<file path="config.mk">
export PLATFORM = sky130hd
export DESIGN_NAME = matrix_window_ctrl
export DESIGN_NICKNAME = d
export VERILOG_FILES = /design/src/rtl/img_proc_pkg.sv /design/src/rtl/sync_edge_det.sv /design/src/rtl/matrix_window_ctrl.sv
export SDC_FILE = /design/constraint.sdc
export NUM_CORES = 1
export LEC_CHECK = 0
export CELL_PAD_IN_SITES_DETAIL_PLACEMENT = 0
export CELL_PAD_IN_SITES_GLOBAL_PLACEMENT = 2
export CORE_MARGIN = 3
export CORE_UTILIZATION = 40
export CTS_CLUSTER_DIAMETER = 50
export CTS_CLUSTER_SIZE = 8
export DETAILED_ROUTE_END_ITERATION = 6
export HOLD_SLACK_MARGIN = 0.12
export PLACE_DENSITY_LB_ADDON = 0.1
export REMOVE_ABC_BUFFERS = 1
export SYNTH_ARGS = -nofsm -noshare
export SYNTH_HDL_FRONTEND = slang
export SYNTH_HIERARCHICAL = 1
export SYNTH_SLANG_ARGS = --single-unit
</file>
<file path="constraint.sdc">
create_clock -name clk -period 7.6 [get_ports clk]
set_input_delay 1.14 -clock clk [delete_from_list [all_inputs] [get_ports clk]]
set_output_delay 1.14 -clock clk [all_outputs]
set_load 0.01 [all_outputs]
</file>
<file path="src/rtl/img_proc_pkg.sv">
// Shared types and constants for the image-processing front-end blocks.
package img_proc_pkg;

  typedef enum logic [1:0] {
    ST_IDLE = 2'd0,
    ST_LINE = 2'd1,
    ST_GAP  = 2'd2,
    ST_DONE = 2'd3
  } state_e;

  localparam int unsigned       CNT_W      = 11;
  localparam logic [CNT_W-1:0] WIN_BORDER = 11'd2;
  localparam logic [CNT_W-1:0] CNT_MAX    = 11'd2047;

  function automatic logic [CNT_W-1:0] sat_inc(input logic [CNT_W-1:0] v);
    return (v == CNT_MAX) ? v : v + 11'd1;
  endfunction

endpackage

</file>
<file path="src/rtl/sync_edge_det.sv">
// Registers a level input and flags its rising and falling transitions
// in the cycle the new level is presented.
module sync_edge_det (
  input  logic clk,
  input  logic rst_n,
  input  logic sig_i,
  output logic rise_o,
  output logic fall_o
);

  logic sig_q;

  always_ff @(posedge clk or negedge rst_n) begin
    if (!rst_n) sig_q <= 1'b0;
    else        sig_q <= sig_i;
  end

  assign rise_o = sig_i & ~sig_q;
  assign fall_o = ~sig_i & sig_q;

endmodule

</file>
<file path="src/rtl/matrix_window_ctrl.sv">
// Tracks pixel/line position through a frame and flags 3x3 window centres
// whose neighbourhood is complete, aligned to the matrix generator output.
//
// state   | meaning
// IDLE    | after reset, waiting for the first frame sync
// LINE    | counting accepted pixels of the current line
// GAP     | between lines, waiting for line valid to rise
// DONE    | all lines seen, line valid ignored until next frame sync
module matrix_window_ctrl
  import img_proc_pkg::*;
#(
  parameter logic [CNT_W-1:0] IMG_H = 11'd1280,
  parameter logic [CNT_W-1:0] IMG_V = 11'd720
) (
  input  logic             clk,
  input  logic             rst_n,
  input  logic             pre_vs,
  input  logic             pre_hs,
  input  logic             pre_clken,
  output logic             win_valid,
  output logic [CNT_W-1:0] col_cnt,
  output logic [CNT_W-1:0] row_cnt,
  output logic             frame_start,
  output logic             frame_done,
  output logic             line_err,
  output logic             err_sticky,
  output logic [1:0]       state
);

  state_e           state_q, state_d;
  logic [CNT_W-1:0] px_q, px_d, ln_q, ln_d, ln_inc, px_cur;
  logic             err_q, err_d, fs_q, fs_d, fd_q, fd_d, le_q, le_d;
  logic             vs_rise, vs_fall_unused, hs_rise, hs_fall;
  logic             accept, win0;
  logic [1:0]       win_sr_q;
  logic [CNT_W-1:0] col_sr_q, row_sr_q, col_q, row_q;

  sync_edge_det u_vs_edge (
    .clk    (clk),
    .rst_n  (rst_n),
    .sig_i  (pre_vs),
    .rise_o (vs_rise),
    .fall_o (vs_fall_unused)
  );

  sync_edge_det u_hs_edge (
    .clk    (clk),
    .rst_n  (rst_n),
    .sig_i  (pre_hs),
    .rise_o (hs_rise),
    .fall_o (hs_fall)
  );

  assign ln_inc = ln_q + 11'd1;

  always_ff @(posedge clk or negedge rst_n) begin
    if (!rst_n) state_q <= ST_IDLE;
    else        state_q <= state_d;
  end

  // Frame sync wins from every state, so a short frame restarts cleanly.
  always_comb begin
    state_d = state_q;
    if (vs_rise) begin
      state_d = ST_GAP;
    end else begin
      case (state_q)
        ST_GAP:  if (hs_rise) state_d = ST_LINE;
        ST_LINE: if (hs_fall) state_d = (ln_inc == IMG_V) ? ST_DONE : ST_GAP;
        default: ;
      endcase
    end
  end

  // The first pixel may share its cycle with the line-valid rise, so GAP accepts too.
  always_comb begin
    px_d   = px_q;
    ln_d   = ln_q;
    err_d  = err_q;
    fs_d   = 1'b0;
    fd_d   = 1'b0;
    le_d   = 1'b0;
    accept = 1'b0;
    px_cur = px_q;
    if (vs_rise) begin
      px_d  = '0;
      ln_d  = '0;
      fs_d  = 1'b1;
      err_d = (state_q == ST_LINE) || (state_q == ST_GAP);
    end else begin
      case (state_q)
        ST_GAP: begin
          if (hs_rise) begin
            px_cur = '0;
            accept = pre_clken;
            px_d   = pre_clken ? 11'd1 : 11'd0;
          end
        end
        ST_LINE: begin
          if (hs_fall) begin
            ln_d = ln_inc;
            px_d = '0;
            if (px_q != IMG_H) begin
              le_d  = 1'b1;
              err_d = 1'b1;
            end
            fd_d = (ln_inc == IMG_V);
          end else if (pre_hs && pre_clken) begin
            accept = 1'b1;
            px_d   = sat_inc(px_q);
          end
        end
        default: ;
      endcase
    end
  end

  assign win0 = accept && (px_cur >= WIN_BORDER) && (ln_q >= WIN_BORDER) && (ln_q < IMG_V);

  always_ff @(posedge clk or negedge rst_n) begin
    if (!rst_n) begin
      px_q     <= '0;
      ln_q     <= '0;
      err_q    <= 1'b0;
      fs_q     <= 1'b0;
      fd_q     <= 1'b0;
      le_q     <= 1'b0;
      win_sr_q <= '0;
      col_sr_q <= '0;
      row_sr_q <= '0;
      col_q    <= '0;
      row_q    <= '0;
    end else begin
      px_q     <= px_d;
      ln_q     <= ln_d;
      err_q    <= err_d;
      fs_q     <= fs_d;
      fd_q     <= fd_d;
      le_q     <= le_d;
      win_sr_q <= {win_sr_q[0], win0};
      if (win0) begin
        col_sr_q <= px_cur - 11'd1;
        row_sr_q <= ln_q - 11'd1;
      end
      if (win_sr_q[0]) begin
        col_q <= col_sr_q;
        row_q <= row_sr_q;
      end
    end
  end

  assign win_valid   = win_sr_q[1];
  assign col_cnt     = col_q;
  assign row_cnt     = row_q;
  assign frame_start = fs_q;
  assign frame_done  = fd_q;
  assign line_err    = le_q;
  assign err_sticky  = err_q;
  assign state       = state_q;

endmodule

</file>
==> metrics.txt <==
Global Route Usage Sum around 15%; Lkg Pwr ~2.1 nW; critical setup path kind in -> reg; H-Tree Depth 3; num rows 35; CTS tree yes; Crit path max-delay family simple AND/OR/NAND/NOR gates; die area around 11000 µm²; Setup Buffers After CTS 0; Clock Sinks 76; CP max-delay cell clkdlybuf4s50_1; Synth Cell Area roughly 4000 µm²; Mapped Cells 369; post-route antenna net violation count 0; die span in x 106 µm; Req. time, crit path approximately 7.8 ns; final-layout fill cell count 880; gpl congestion slightly below 0.8; Final min period between 3 and 4 ns; CTS resizes 0; Via Count ~2700; multi-input logic area about 1900 µm²; Worst Hold End row_sr_q[3]; first-pass GRT wire length ~14 mm; Tot Pwr a little under 1 mW; share of post-route cells with drive strength above 1 between 10% and 20%; HPWL after DPL around 5.4 mm; Setup TNS 0 ns; status finished, final reports clean; Period Utilization, post-route between 50% and 60%; clk slew on worst S/H paths ~0.080 ns; initial antenna violation count 0; final setup vio count 0; hold_sp row_sr_q[3]; Storage cell area between 1500 and 2000 µm²; number of detailed-route iterations in the first pass 4; max_cap viols 0; Initial Util roughly 42%; HP Class reg -> reg; FF-to-FF path depth 12; Initial DRC Count 182; total CTS buffers 9; Final Hold Fails 0; Worst-Margin Slew approximately 0.95 ns; Final nets roughly 400; clk_skew roughly 0.010 ns; FF-to-FF End row_sr_q[0]; largest net degree at the start of global routing a little under 80; WP depth 10; clock buffer depth 2; WL/cell around 15 µm; number of global-route vias before repair ~2600; Congestion Overflow GR 0; critical-path cell list clkdlybuf4s50_1 -> nor2b_1 -> nand3_1 -> nand2_1 -> ha_1 -> o2111ai_1 -> a21oi_1 -> and4_1 -> buf_4 -> mux2_2; FF-to-FF Start u_vs_edge/sig_q; crit-path max cell delay just under 0.6 ns; crit path capture type flop; Hold Path Depth 1; DRC 0; # diodes 0; Worst VDD drop around 0.0001 V; # hold bufs at CTS 0; syn_area_per_cell between 10 and 15 µm²; wire length after detailed routing just under 8 mm; CP max FO 23; worst path arrival time slightly above 4 ns; height of the die between 100 and 150 µm; Root Buffer clkbuf_8; R2R Setup Slk between 4 and 5 ns; clk_lat worst skew roughly 0.34 ns; pwr dens approximately 220 nW/µm²; Final Max Slew Viols 0; port bufs 33; Startpoint Class primary input; RSZ-0062 raised after global routing false; worst path buffer plus inverter count 2; Slew HR ~37%; Layout area overhead 14.6%; IO Pins 34; Yosys warning count 6; max frequency between 0.2 and 0.3 GHz; number of vias per cell 5.10; core box area approximately 9500 µm²
-- layer usage --
metal | up-vias | track usage [%] | part of all wire [%]
met2 | 51 | 21.0 | 40
met1 | 1286 | 24.2 | 55
met5 | - | 0 | 0
met3 | 8 | 2.67 | 3.7
met4 | 0 | 5.00 | 1.1
li1 | 1322 | - | -
-- how the worst max path moves through the flow --
stage               startpoint          end
finish                  pre_hs  row_sr_q[0]
global route            pre_hs  row_sr_q[0]
CTS                     pre_hs  row_sr_q[0]
detailed placement      pre_hs  row_sr_q[3]
global placement        pre_hs  row_sr_q[2]
floorplan               pre_vs  row_sr_q[0]
-- layout make-up --
class / count / area share [%]
sequential: 76 / 41.5
multi-input combinational: 253 / 41.3
timing repair buffer: 35 / 7.48
tap: 129 / 3.52
clock buffer: 10 / 3.00
clock inverter: 6 / 2.05
inverter: 14 / 1.15
-- registers in the layout, indices dropped and copies added (netlist names), 2 cells and up --
name,flops
col_sr_q,11
win_sr_q,2
col_cnt,11
row_cnt,11
px_q,11
ln_q,11
state,2
row_sr_q,11
-- metrics by stage --
stage / util, % / worst slack, ns / area (µm²) / instances / hold WS (ns)
floorplan: - / 3.19 / 3850 / 343 / 0.475
detailed placement: 46.0 / 3.37 / 4350 / 507 / 0.493
finish: 48.4 / 3.71 / 4580 / 523 / 0.507
global placement: 46.0 / 3.47 / 4350 / 507 / 0.489
global route: 48.4 / 3.47 / 4580 / 523 / 0.530
CTS: 48.4 / 3.74 / 4580 / 523 / 0.513
-- where the power goes --
| group | internal (mW) | total (mW) | switching (mW) |
|---|---|---|---|
| logic | 0.0841 | 0.198 | 0.114 |
| registers | 0.419 | 0.437 | 0.0179 |
| clock network | 0.198 | 0.358 | 0.160 |
| total | 0.701 | 0.993 | 0.292 |
-- layout by cell type, fill, tap and decap left out, types with 4 or more instances in the layout --
master,instances
a21oi_1,14
clkbuf_8,10
clkdlybuf4s50_1,32
dfrtp_1,76
ha_1,10
inv_1,14
mux2_2,25
mux2_4,17
mux2i_1,6
nand2_1,27
nand3_1,15
nand4_1,8
nor2_1,32
nor2b_1,4
nor3_1,11
nor4_1,5
o21ai_0,8
xnor2_1,16
xor2_1,14
-- worst reg2reg max path, delay by kind of cell (launching register included) --
kind | cells | cell delay [ns]
buffers and inverters | 4 | 0.85
AND/OR/NAND/NOR | 4 | 0.80
AO/OA/AOI/OAI | 2 | 0.25
multiplexers | 1 | 0.38
adder cells (fa/ha/maj) | 1 | 0.17
flip-flops | 1 | 0.37
Power figures use the tool's default switching activity.
